`src/rtl/ailn_pkg.sv`:
```
// ailn_pkg: shared element width, vector sizing helpers and FSM encoding for the LayerNorm output packer.
package ailn_pkg;
    localparam int ELEM_W = 8;
    function automatic int n_elem(int dw);
        return dw / ELEM_W;
    endfunction
    function automatic int cnt_w(int dw);
        return $clog2(dw / ELEM_W) + 1;
    endfunction
    typedef enum logic {IDLE, RUN} state_t;
endpackage

```
`src/rtl/ln_out_packer_if.sv`:
```
// ln_out_packer_if: serial element input and packed-vector valid/ready output of the packer.
interface ln_out_packer_if #(parameter int DATA_WIDTH = 192);
    import ailn_pkg::*;
    logic                     i_valid;
    logic signed [ELEM_W-1:0] i_data;
    logic                     i_done;
    logic                     o_valid;
    logic                     i_ready;
    logic [DATA_WIDTH-1:0]    o_data;
    modport master (output i_valid, i_data, i_done, i_ready, input o_valid, o_data);
    modport slave  (input i_valid, i_data, i_done, i_ready, output o_valid, o_data);
endinterface

```
`src/rtl/ln_pack_bank.sv`:
```
// ln_pack_bank: one packed-vector bank; optional LN_PACK_MAXABS_EN adds a running max |element|.
module ln_pack_bank
    import ailn_pkg::*;
#(parameter int DATA_WIDTH = 192) (
    input  logic                            i_clk,
    input  logic                            i_rstn,
    input  logic                            i_clr,
    input  logic                            i_we,
    input  logic [cnt_w(DATA_WIDTH)-1:0]    i_slot,
    input  logic signed [ELEM_W-1:0]        i_data,
    output logic [DATA_WIDTH-1:0]           o_data
`ifdef LN_PACK_MAXABS_EN
    ,
    output logic [7:0]                      o_maxabs
`endif
);
    localparam int N = n_elem(DATA_WIDTH);
    logic [DATA_WIDTH-1:0] nxt;
    // Writing a slot zeroes every later slot, so a flushed partial vector is already zero-filled.
    always_comb begin
        nxt = '0;
        for (int j = 0; j < N; j++)
            nxt[DATA_WIDTH-1-ELEM_W*j -: ELEM_W] = j < int'(i_slot) ? o_data[DATA_WIDTH-1-ELEM_W*j -: ELEM_W] :
                                                   (j == int'(i_slot) ? i_data : '0);
    end
    always_ff @(posedge i_clk or negedge i_rstn) begin
        if (!i_rstn)
            o_data <= '0;
        else if (i_clr)
            o_data <= '0;
        else if (i_we)
            o_data <= nxt;
    end
`ifdef LN_PACK_MAXABS_EN
    logic [7:0] mag;
    assign mag = i_data == -8'sd128 ? 8'd127 : (i_data[7] ? 8'(-i_data) : i_data);
    always_ff @(posedge i_clk or negedge i_rstn) begin
        if (!i_rstn)
            o_maxabs <= '0;
        else if (i_clr)
            o_maxabs <= '0;
        else if (i_we)
            o_maxabs <= (i_slot == '0 || mag > o_maxabs) ? mag : o_maxabs;
    end
`endif
endmodule

```
`src/rtl/ln_out_packer.sv`:
```
// ln_out_packer: packs serial LayerNorm bytes MSB-first into double-banked vectors with valid/ready output.
// Optional LN_PACK_MAXABS_EN exposes o_maxabs for the bank being read.
module ln_out_packer
    import ailn_pkg::*;
#(parameter int DATA_WIDTH = 192) (
    input  logic                            i_clk,
    input  logic                            i_rstn,
    input  logic                            i_start,
    ln_out_packer_if.slave                  bus,
    output logic                            o_overflow,
    output logic [cnt_w(DATA_WIDTH)-1:0]    o_elem_cnt
`ifdef LN_PACK_MAXABS_EN
    ,
    output logic [7:0]                      o_maxabs
`endif
);
    localparam int N  = n_elem(DATA_WIDTH);
    localparam int CW = cnt_w(DATA_WIDTH);
    state_t state, state_n;
    logic [1:0] full, full_n;
    logic wr_ptr, wr_n, rd_ptr, rd_n, ovf_n, run, acc, fin, hs;
    logic [CW-1:0] cnt, cnt_n;
    logic [DATA_WIDTH-1:0] bank_q [2];
`ifdef LN_PACK_MAXABS_EN
    logic [7:0] max_q [2];
    assign o_maxabs = max_q[rd_ptr];
`endif
    assign bus.o_valid = full[rd_ptr];
    assign bus.o_data  = bank_q[rd_ptr];
    assign o_elem_cnt  = cnt;
    // A completion only targets the write bank and a handshake only the read bank, so both can apply.
    always_comb begin
        run     = state == RUN;
        acc     = run && bus.i_valid && !full[wr_ptr];
        hs      = bus.o_valid && bus.i_ready;
        fin     = (acc && cnt == CW'(N - 1)) || (run && bus.i_done && (acc || cnt != '0));
        state_n = state;
        full_n  = full;
        wr_n    = wr_ptr;
        rd_n    = rd_ptr;
        cnt_n   = cnt + CW'(acc);
        ovf_n   = o_overflow || (run && bus.i_valid && full[wr_ptr]);
        if (fin) begin
            full_n[wr_ptr] = 1'b1;
            wr_n           = !wr_ptr;
            cnt_n          = '0;
        end
        if (hs) begin
            full_n[rd_ptr] = 1'b0;
            rd_n           = !rd_ptr;
        end
        if (i_start) begin
            state_n = RUN;
            full_n  = '0;
            wr_n    = 1'b0;
            rd_n    = 1'b0;
            cnt_n   = '0;
            ovf_n   = 1'b0;
        end
    end
    always_ff @(posedge i_clk or negedge i_rstn) begin
        if (!i_rstn) begin
            state      <= IDLE;
            full       <= '0;
            wr_ptr     <= 1'b0;
            rd_ptr     <= 1'b0;
            cnt        <= '0;
            o_overflow <= 1'b0;
        end else begin
            state      <= state_n;
            full       <= full_n;
            wr_ptr     <= wr_n;
            rd_ptr     <= rd_n;
            cnt        <= cnt_n;
            o_overflow <= ovf_n;
        end
    end
    for (genvar b = 0; b < 2; b++) begin : g_bank
        ln_pack_bank #(.DATA_WIDTH(DATA_WIDTH)) u_bank (
            .i_clk    (i_clk),
            .i_rstn   (i_rstn),
            .i_clr    (i_start),
            .i_we     (acc && wr_ptr == 1'(b)),
            .i_slot   (cnt),
            .i_data   (bus.i_data),
            .o_data   (bank_q[b])
`ifdef LN_PACK_MAXABS_EN
            ,
            .o_maxabs (max_q[b])
`endif
        );
    end
endmodule
```
`src/flat_wrapper.sv`:
```
// flat-port wrapper written by rule: the top's interface ports become plain ports
module ln_out_packer_flat import ailn_pkg::*;
#(parameter int DATA_WIDTH = 192)
  (i_clk, i_rstn, i_start, o_overflow, o_elem_cnt, bus_i_valid, bus_i_data, bus_i_done, bus_i_ready, bus_o_valid, bus_o_data);
  ln_out_packer_if #(.DATA_WIDTH(DATA_WIDTH)) bus_i ();
  input  logic i_clk;
  input  logic i_rstn;
  input  logic i_start;
  output logic o_overflow;
  output logic [cnt_w(DATA_WIDTH)-1:0] o_elem_cnt;
  input wire logic [$bits(bus_i.i_valid)-1:0] bus_i_valid;
  input wire logic [$bits(bus_i.i_data)-1:0] bus_i_data;
  input wire logic [$bits(bus_i.i_done)-1:0] bus_i_done;
  input wire logic [$bits(bus_i.i_ready)-1:0] bus_i_ready;
  output wire logic [$bits(bus_i.o_valid)-1:0] bus_o_valid;
  output wire logic [$bits(bus_i.o_data)-1:0] bus_o_data;
  assign bus_i.i_valid = bus_i_valid;
  assign bus_i.i_data = bus_i_data;
  assign bus_i.i_done = bus_i_done;
  assign bus_i.i_ready = bus_i_ready;
  assign bus_o_valid = bus_i.o_valid;
  assign bus_o_data = bus_i.o_data;
  ln_out_packer #(.DATA_WIDTH(DATA_WIDTH)) u_core (.i_clk(i_clk), .i_rstn(i_rstn), .i_start(i_start), .bus(bus_i), .o_overflow(o_overflow), .o_elem_cnt(o_elem_cnt));
endmodule
```
`config.mk`:
```
export PLATFORM = sky130hd
export DESIGN_NAME = ln_out_packer_flat
export DESIGN_NICKNAME = d
export VERILOG_FILES = /design/src/rtl/ailn_pkg.sv /design/src/rtl/ln_out_packer_if.sv /design/src/rtl/ln_pack_bank.sv /design/src/rtl/ln_out_packer.sv /design/src/flat_wrapper.sv
export SDC_FILE = /design/constraint.sdc
export NUM_CORES = 1
export LEC_CHECK = 0
export ABC_AREA = 1
export CAP_MARGIN = 20
export CORE_MARGIN = 2
export CORE_UTILIZATION = 56
export CTS_CLUSTER_SIZE = 40
export DETAILED_ROUTE_END_ITERATION = 8
export PLACE_DENSITY = 0.85
export RECOVER_POWER = 50
export REMOVE_ABC_BUFFERS = 1
export SLEW_MARGIN = 5
export SYNTH_ARGS = -nofsm -noshare
export SYNTH_HDL_FRONTEND = slang
export SYNTH_SLANG_ARGS = --single-unit
```
`constraint.sdc`:
```
create_clock -name i_clk -period 2.1 [get_ports i_clk]
set_input_delay 0.42 -clock i_clk [delete_from_list [all_inputs] [get_ports i_clk]]
set_output_delay 0.42 -clock i_clk [all_outputs]
set_load 0.03 [all_outputs]
```
==> results by group, run 1 <==
Status
  – Status: finished, violations left
  – Failing checks: setup timing

Yosys
  – Synthesized cell area: ~18000 µm²
  – Post-synthesis sequential area ratio: around 55%
  – Ys Warns: 0
  – Synth cell types: 31
  – Largest area contributor in the netlist: dfrtp_1
  – Mapped Cells: 2378
  – Synth top area cells: dfrtp_1 (55%), nand2_1 (25%), o21ai_0 (8.8%), nor2_1 (2.6%), inv_1 (2.1%)
  – Post-synthesis register bit count: 396
  – Top cell type's share of synthesized area: 54.7%
  – Syn Area/Cell: ~7.6 µm²

Floorplanning
  – I/O pin cnt: about 210
  – Row cnt: 65
  – Die area: around 34000 µm²
  – Area of the core: ~32000 µm²
  – Die height: 184 µm
  – Die Wd: between 150 and 200 µm
  – Initial Utilization: a little under three fifths

Clocking
  – CTS Buf Count: between 40 and 50
  – Clock buffer depth: 3
  – Clock root buffer master: clkbuf_16
  – Clock transition at path regs: roughly 60 ps
  – Worst skew pair latency: approximately 550 ps
  – Clock Sinks: 396
  – Clock H-tree levels: 2
  – CTS tree: done

Route
  – Vias per cell: between 6 and 7
  – Initial drt markers: between 2000 and 3000
  – Vias: between 15000 and 20000
  – Post-DR wirelength/cell: 21.6 µm
  – Final ANT Viol Nets: 0
  – Final wirelength: between 60 and 70 mm
  – Initial DRT Pass Iterations: 6
  – DRC errors left: 0

Timing
  – Fmax: 427 MHz
  – Post-route setup slack: -245 ps
  – Setup TNS: -31340 ps
  – Final setup viols: roughly 200
  – Worst Clk Skew: about 21 ps
  – Slew @ Worst Pin: roughly 1300 ps
  – Slew Viols, Final: 0
  – Crit path time final: approximately 2300 ps
  – Final Hold Viols: 0
  – Slew margin rel.: a little over an eighth
  – RSZ-0062 raised after global routing: true
  – Tcrit/Tclk final: 112%

Critical path
  – Crit-path max FO: 8
  – Max incr delay on CP: roughly 570 ps
  – Worst Path Required: approximately 1700 ps
  – WS Path Type: reg -> out
  – Worst path cell trace: clkinv_8 > buf_12 > clkbuf_16 > nand2_2 > nand2_2 > buf_6
  – Crit path launch type: register
  – Worst EP arrival: approximately 1900 ps
  – Crit-path most repeated cell: nand2_2
  – Reg2reg setup slack: -120 ps
  – Crit. End Element: output pin
  – Critical path's slowest cell: dfrtp_4

Power and ir drop
  – Pwr Density: ~700 nW/µm²
  – Max rail drop VDD: just under 0.6 mV
  – Leakage: roughly 0.013 µW

Layout
  – Final Cell Area: between 20000 and 30000 µm²
  – Final #Nets: around 2700
  – Most common cell after layout, fill and taps aside: nand2_1
  – Layout cell share with drive strength beyond 1: 23.9%
  – Area delta synth->final: 43.4%
  – Final Core Density: roughly 82%
  – Highest-count cells in the layout ignoring fill and taps: nand2_1 (1056), dfrtp_1 (395), o21ai_0 (259), buf_12 (166), nor2_1 (124)

Global route
  – First-pass GRT wire length: 92.4 mm
  – Initial antenna violation count: 1
  – Pin count of the biggest net entering global routing: 67
  – Vias in the first global route: 17851
  – GR Overflow Total: 0
  – GR Util All Layers: a little over a third

Placed design
  – Placed Area: 23000 µm²
  – PortBufs: around 210
  – HPWL after detailed placement: ~37 mm
  – Gp weighted congestion: roughly 0.90

Job
  – MaxCap Viol Count: 0

Worst hold path
  – Worst Hold Class: reg -> reg
[cells by family (layout without fill, tap and decap cells)]
group / after synthesis / count (layout) / share of synthesized area [%]
AO/OA/AOI/OAI: 385 / 385 / 10.8
XOR/XNOR: 3 / 3 / 0.145
adder cells (fa/ha/maj): 2 / 2 / 0.138
buffers and inverters: 229 / 571 / 5.25
flip-flops: 396 / 396 / 54.7
other: 0 / 1 / 0
AND/OR/NAND/NOR: 1363 / 1363 / 28.9
[path summary, 6_finish.rpt]
kind	cells past startpoint	startpoint	end
hold / removal	2	u_core.g_bank[0].u_bank.o_data[53]	u_core.g_bank[0].u_bank.o_data[53]
hold reg to reg	2	u_core.g_bank[0].u_bank.o_data[53]	u_core.g_bank[0].u_bank.o_data[53]
setup reg to reg	7	u_core.o_elem_cnt[5]	u_core.g_bank[1].u_bank.o_data[178]
min in group asynchronous	2	i_rstn	u_core.g_bank[1].u_bank.o_data[60]
max in group asynchronous	3	i_rstn	u_core.rd_ptr
setup / recovery	6	u_core.rd_ptr	bus_o_data[184]
[state kept, by name, indices dropped and copies added (netlist names)]
name and flops:
u_core.o_overflow 1, u_core.o_elem_cnt 6, u_core.g_bank.u_bank.o_data 384, u_core.rd_ptr 1, u_core.run 1, u_core.full 2
u_core.wr_ptr 1
[routing by layer]
layer,vias up,global-route usage [%],routed length [µm]
li1,8086,-,-
met1,9085,44.9,22700
met2,1565,56.5,32200
met3,403,5.98,7820
met4,0,18.0,4690
met5,-,0,0
[critical path: cells and delay by family, from the launching register on]
kind | cells | cell delay (ps)
buf+inv | 4 | 630
simple gates | 2 | 180
flops | 1 | 570
[report_power, final]
part | switching, µW | total [µW] | internal, µW
clock | 3170 | 7750 | 4580
sequential | 96.5 | 7840 | 7750
combinational | 1720 | 2640 | 917
total | 4990 | 18200 | 13200
[synthesized netlist by cell type (all sizes together)]
master	n
o211ai	1
nor2	135
buf	53
nor3	2
clkbuf	58
xor2	2
o21ai	361
a31oi	1
a21oi	21
dfrtp	396
inv	118
nand2	1189
ha	2
nand3	36
xnor2	1
or2	1
o31ai	1
[layout make-up]
cell class              count  area, µm²
diodes                      1       2.50
clock buffers              58       1230
clock inverters            14        181
fillers                  1666       5750
inverters                 118        458
multi-input cells        1753       8090
flip-flops and latches    396       9910
well taps                 402        503
repair buffers            381       5590
[through the flow]
stage	setup slack [ps]	std cells	total power, µW	hold slack [ps]
4_1_cts	-263	3095	17600	386
3_3_place_gp	-143	3020	10000	349
2_1_floorplan	-6510	2267	8820	124
6_report	-245	3123	18200	473
5_1_grt	-274	3123	18600	496
3_5_place_dp	-212	3020	10100	361
[timing repair]
item / in CTS / in global routing
gates resized for setup: 97 / 277
setup endpoints to repair: 199 / 242
cloned: 1 / 17
endpoints found under the hold margin: 36 / 0
setup buffers: 1 / 13
hold buffers: 1 / 0
pin swaps: 2 / 24
Power figures use the tool's default switching activity.
==> run 2, diff against run 1 <==
--- a/config.mk
+++ b/config.mk
@@ -14,6 +14,7 @@
 export PLACE_DENSITY = 0.85
 export RECOVER_POWER = 50
 export REMOVE_ABC_BUFFERS = 1
+export SKIP_CTS_REPAIR_TIMING = 1
 export SLEW_MARGIN = 5
 export SYNTH_ARGS = -nofsm -noshare
 export SYNTH_HDL_FRONTEND = slang
==> results by group, run 2 (synthesis results as in run 1) <==
Critical path
  – Crit-path max FO: 16
  – Worst EP arrival: 1980 ps
  – Critical path's slowest cell: dfrtp_4
  – Reg2reg setup slack: -140 ps
  – Crit path max-delay family: buffers and inverters
  – Crit. End Element: output pin
  – Worst path cell trace: buf_4 > clkbuf_16 > o21ai_1 > buf_4 > buf_12
  – Buf/Inv on CP: 4
  – Crit-path most repeated cell: buf_4
  – Critical R2R Capture: u_core.g_bank[1].u_bank.o_data[182]
  – Worst path depth: 5
  – CP endpoint: bus_o_data[22]
  – Critical path origin: u_core.rd_ptr
  – Worst R2R Path Depth: 7
  – Worst Path Required: ~1700 ps
  – Max incr delay on CP: roughly 560 ps
  – WS Path Type: reg -> out
  – FF-to-FF Start: u_core.o_elem_cnt[5]
  – Crit path launch type: register

Power and ir drop
  – Pwr Density: between 700 and 800 nW/µm²
  – Max rail drop VDD: 0.618 mV
  – Pwr Total: 18000 µW
  – Leakage: approximately 0.013 µW

Timing
  – Setup TNS: -31250 ps
  – Slew margin rel.: approximately 16%
  – Slew Viols, Final: 0
  – Crit path time final: ~2400 ps
  – Slew @ Worst Pin: ~1300 ps
  – Final Hold Viols: 0
  – Final setup viols: between 200 and 250
  – Fmax: approximately 420 MHz
  – Worst Clk Skew: between 15 and 20 ps
  – Tcrit/Tclk final: 114%
  – Minimum hold slack: 473 ps
  – Post-route setup slack: -297 ps
  – RSZ-0062 raised after global routing: true

Route
  – Vias per cell: roughly 6
  – Final wirelength: approximately 64 mm
  – Post-DR wirelength/cell: roughly 21 µm
  – Vias: 18716
  – Final ANT Viol Nets: 0
  – Initial DRT Pass Iterations: 6
  – DRC errors left: 0
  – Initial drt markers: between 2000 and 3000

Global route
  – GR Overflow Total: 0
  – GR Util All Layers: 34.1%
  – Initial antenna violation count: 0
  – Pin count of the biggest net entering global routing: 67
  – First-pass GRT wire length: approximately 91 mm
  – Vias in the first global route: approximately 18000

Placed design
  – HPWL after detailed placement: ~37 mm
  – Gp weighted congestion: ~0.9
  – PortBufs: about 210

Clocking
  – Clock buffer depth: 3
  – CTS tree: done
  – Worst skew pair latency: around 550 ps
  – Clock transition at path regs: approximately 60 ps
  – Clock root buffer master: clkbuf_16
  – Clock Sinks: 396
  – CTS Buf Count: a little over 40
  – Clock H-tree levels: 2

Layout
  – Area of the multi-input gates: ~7900 µm²
  – Area delta synth->final: 41.1%
  – Most common cell after layout, fill and taps aside: nand2_1
  – Final Core Density: between 80 and 90%
  – Highest-count cells in the layout ignoring fill and taps: nand2_1 (1104), dfrtp_1 (395), o21ai_0 (259), buf_12 (165), nor2_1 (124)
  – Most flops, register: u_core.g_bank.u_bank.o_data
  – Largest register FFs: ~380
  – Layout cell share with drive strength beyond 1: between 20% and 30%
  – Seq. cell area: 9910 µm²
  – Fill cells: between 1500 and 2000
  – Final #Nets: 2698
  – Antenna Diode Count: 0

Floorplanning
  – Initial Utilization: a little under three fifths
  – Die area: roughly 34000 µm²
  – Die height: roughly 180 µm
  – I/O pin cnt: between 200 and 250
  – Area of the core: 31700 µm²
  – Row cnt: 65
  – Die Wd: 184 µm

Status
  – Failing checks: setup timing
  – Status: finished, violations left

Worst hold path
  – Hold Crit Start: u_core.g_bank[0].u_bank.o_data[59]
  – Worst Hold Class: reg -> reg

Job
  – MaxCap Viol Count: 0
[run 2: cell types whose count changed in the layout (fill, tap and decap cells not counted), moves of 4 or more]
cell / previous run / this run
buf_4: 104 / 116
buf_6: 66 / 49
nand2_1: 1056 / 1104
nand2_2: 104 / 63
nand2_4: 29 / 21
o21ai_1: 45 / 50
o21ai_2: 32 / 36
o21ai_4: 25 / 16
[run 2: final cells by class]
cell class                      count  share of cell area [%]
Timing Repair Buffer              372                    21.2
Multi-Input combinational cell   1753                    30.7
Tap cell                          402                    1.97
Inverter                          118                    1.79
Clock inverter                     14                   0.710
Clock buffer                       58                    4.82
Sequential cell                   396                    38.8
[run 2: worst reg2reg max path: stages, from the launching register on]
cell	delay, ps
dfrtp_1	440
nor2_2	410
nand2_2	240
o21ai_1	250
nand2_1	310
inv_1	300
nand2_1	140
nand2_1	100
[run 2: per-layer routing]
| layer | GRT usage, % | vias to the layer above | part of all wire, % | wire (µm) |
|---|---|---|---|---|
| li1 | - | 8057 | - | - |
| met1 | 45.1 | 8853 | 35 | 22200 |
| met2 | 55.2 | 1449 | 48 | 30600 |
| met3 | 5.13 | 357 | 11 | 7160 |
| met4 | 17.1 | 0 | 6.1 | 3920 |
| met5 | 0 | - | 0 | 0 |
[run 2: how the worst min path moves through the flow]
stage	cells past startpoint	to	slack, ps
2_1_floorplan	0	u_core.full[0]	120
3_3_place_gp	1	u_core.g_bank[1].u_bank.o_data[60]	350
3_5_place_dp	1	u_core.g_bank[1].u_bank.o_data[60]	360
4_1_cts	1	u_core.g_bank[1].u_bank.o_data[60]	-210
5_1_grt	2	u_core.g_bank[1].u_bank.o_data[58]	500
6_report	2	u_core.g_bank[0].u_bank.o_data[59]	470
[run 2: power by group]
part	switching (µW)	internal, µW	total (µW)
Clock	3130	4580	7710
Combinational	1630	829	2450
Sequential	85.2	7750	7830
[run 2: metrics by stage]
stage / std cells / setup WS (ps) / area [µm²]
2_1_floorplan: 2267 / -6510 / 17600
3_3_place_gp: 3020 / -143 / 23000
3_5_place_dp: 3020 / -212 / 23000
4_1_cts: 3092 / -435 / 24400
5_1_grt: 3113 / -321 / 25500
6_report: 3113 / -297 / 25500
==> RTL change (config.mk and constraints of run 2) <==
The package constant `ELEM_W` goes from 8 to 16.
--- a/src/rtl/ailn_pkg.sv
+++ b/src/rtl/ailn_pkg.sv
@@ -2,3 +2,3 @@
 package ailn_pkg;
-    localparam int ELEM_W = 8;
+    localparam int ELEM_W = 16;
     function automatic int n_elem(int dw);
Ports: changed (resized bus_i_data and o_elem_cnt); port bits go from 214 to 221. The function was not compared with the original's and may differ.
==> RTL change against run 2 <==
The flow finishes with violations (max-capacitance violations, negative setup slack); total power decreased by 0.17%; synthesized cell count hardly changed; first-iteration DRC count decreased by 5.2%; highest routed layer is now met5; area after synthesis decreased by 1.2%; routed wire length barely moved; sequential cell count fell by 1; utilization is 2.8 points lower; fmax increased by 0.86%; setup slack improved by 21 ps; largest cell class unchanged; die area fell by 1.2%; cell count down 0.16%; worst hold slack got worse by 0.61 ps; via count down 1.2%; final area is 4.2% lower.
==> RTL change: results (changes against run 2) <==
- ClkCell Share: 5.58% (+0.048 points)
- Ranking of synthesized cells by area: dfrtp_1 55%, nand2_1 27%, o21ai_0 8.1%
- Sequential area share after synthesis: 55.3% (+0.54 points)
- LEAKAGE: 12.8 nW (+0.59%)
- Critical Path AT: 1960 ps (-20 ps)
- Routed via count: 18500 (-1.2%)
- Clock Buffer Count: 59 (+1.7%)
- Layout fillers: 1874 (+6.5%)
- Initial antenna violation count: 1 (+1)
- R2R Path Start: u_core.o_elem_cnt[4]$_DFF_PN0_
- Outcome: finished with violations
- Crit Path Max Fanout: 6 (-10)
- Multi-In Gates: 1754 (+0.057%)
- Fraction of area in registers: 40.4% (+1.6 points)
- Signal buf overhead: 18.5% (-2.6 points)
- Failing checks: max-capacitance violations, negative setup slack
- Peak supply drop: 0.723 mV (+17%)
- Internal Power: 13.1 mW (-0.14%)
- Maxcap violations: 1 (+1)
- Final WL: 63.8 mm (about the same)
- Repair and plain buffers: 379 (+1.9%)
- # setup viols final: 195 (-3.9%)
- Invs w/o clock: 108 (-8.5%)
- Vias in the first global route: 16800 (-4.1%)
- Post-route worst setup slack: -277 ps (+20.5 ps)
- Share of layout cells above drive strength 1: 22.5% (+0.78 points)
- List of most frequent post-synthesis cells: 1280 x nand2_1, 395 x dfrtp_1, 289 x o21ai_0, 120 x nor2_1, 98 x inv_1
- Iteration-0 DRC Markers: 2634 (-5.2%)
- Setup Skew: 20.9 ps (+1.54 ps)
- Comb pwr share: 14.6% (+1.0 points)
- Comb pwr: 2.62 mW (+7%)
- Synth unique cells: 24 (-23%)
- Placer Congestion: 0.928 (+3.3%)
- Nets: 2702 (+0.15%)
- First-pass GRT wire length: 87.2 mm (-3.9%)
- HPWL Detailed: 36.1 mm (-3.7%)
[RTL change: cell types whose count changed in the layout (fill, tap and decap cells not counted), moves of 6 or more]
cell,before,now
buf_12,165,63
nand2_2,63,126
buf_6,49,107
buf_4,116,152
nand2_1,1104,1137
o21ai_2,36,14
nand3_1,34,18
a21oi_1,20,5
o21ai_1,50,35
clkdlybuf4s50_1,15,23
o21ai_0,259,251
inv_2,14,8
[RTL change: metrics by stage]
step,setup TNS [ps],area (sq um),instances
global route,-42290,24500,3108
global placement,-1790,21400,3006
detailed placement,-5530,21400,3006
CTS,-37160,22800,3076
floorplan,-1180130,17400,2255
finish,-32250,24500,3108
[RTL change: final timing paths]
kind / endpoint / slack, ps
min in group asynchronous: u_core.g_bank[0].u_bank.o_data[6]$_DFFE_PN0P_ / 800
hold reg to reg: u_core.g_bank[1].u_bank.o_data[52]$_DFFE_PN0P_ / 470
setup / recovery: bus_o_data[165] / -280
max in group asynchronous: u_core.rd_ptr$_DFFE_PN0P_ / 200
setup reg to reg: u_core.g_bank[0].u_bank.o_data[70]$_DFFE_PN0P_ / -50
hold / removal: u_core.g_bank[1].u_bank.o_data[52]$_DFFE_PN0P_ / 470
[RTL change: layer usage]
layer,wire [microns],global-route usage [%]
met5,15,0
met4,4190,15.5
met3,6980,5.23
met2,30100,52.7
met1,22500,44.9
[RTL change: logic make-up (layout without fill, tap and decap cells)]
group           Yosys count  count (layout)  synth area share, %
simple gates           1430            1430                 30.4
fa+ha+maj                 2               2                0.140
compound gates          319             319                 9.02
xor+xnor                  3               3                0.147
flops                   395             395                 55.3
buf+inv                 228             557                 5.04
[RTL change: critical path, stage by stage (launching register included)]
cell	delay, ps
dfrtp_4	550
buf_12	190
clkbuf_16	180
o21ai_1	210
buf_4	170
buf_12	110
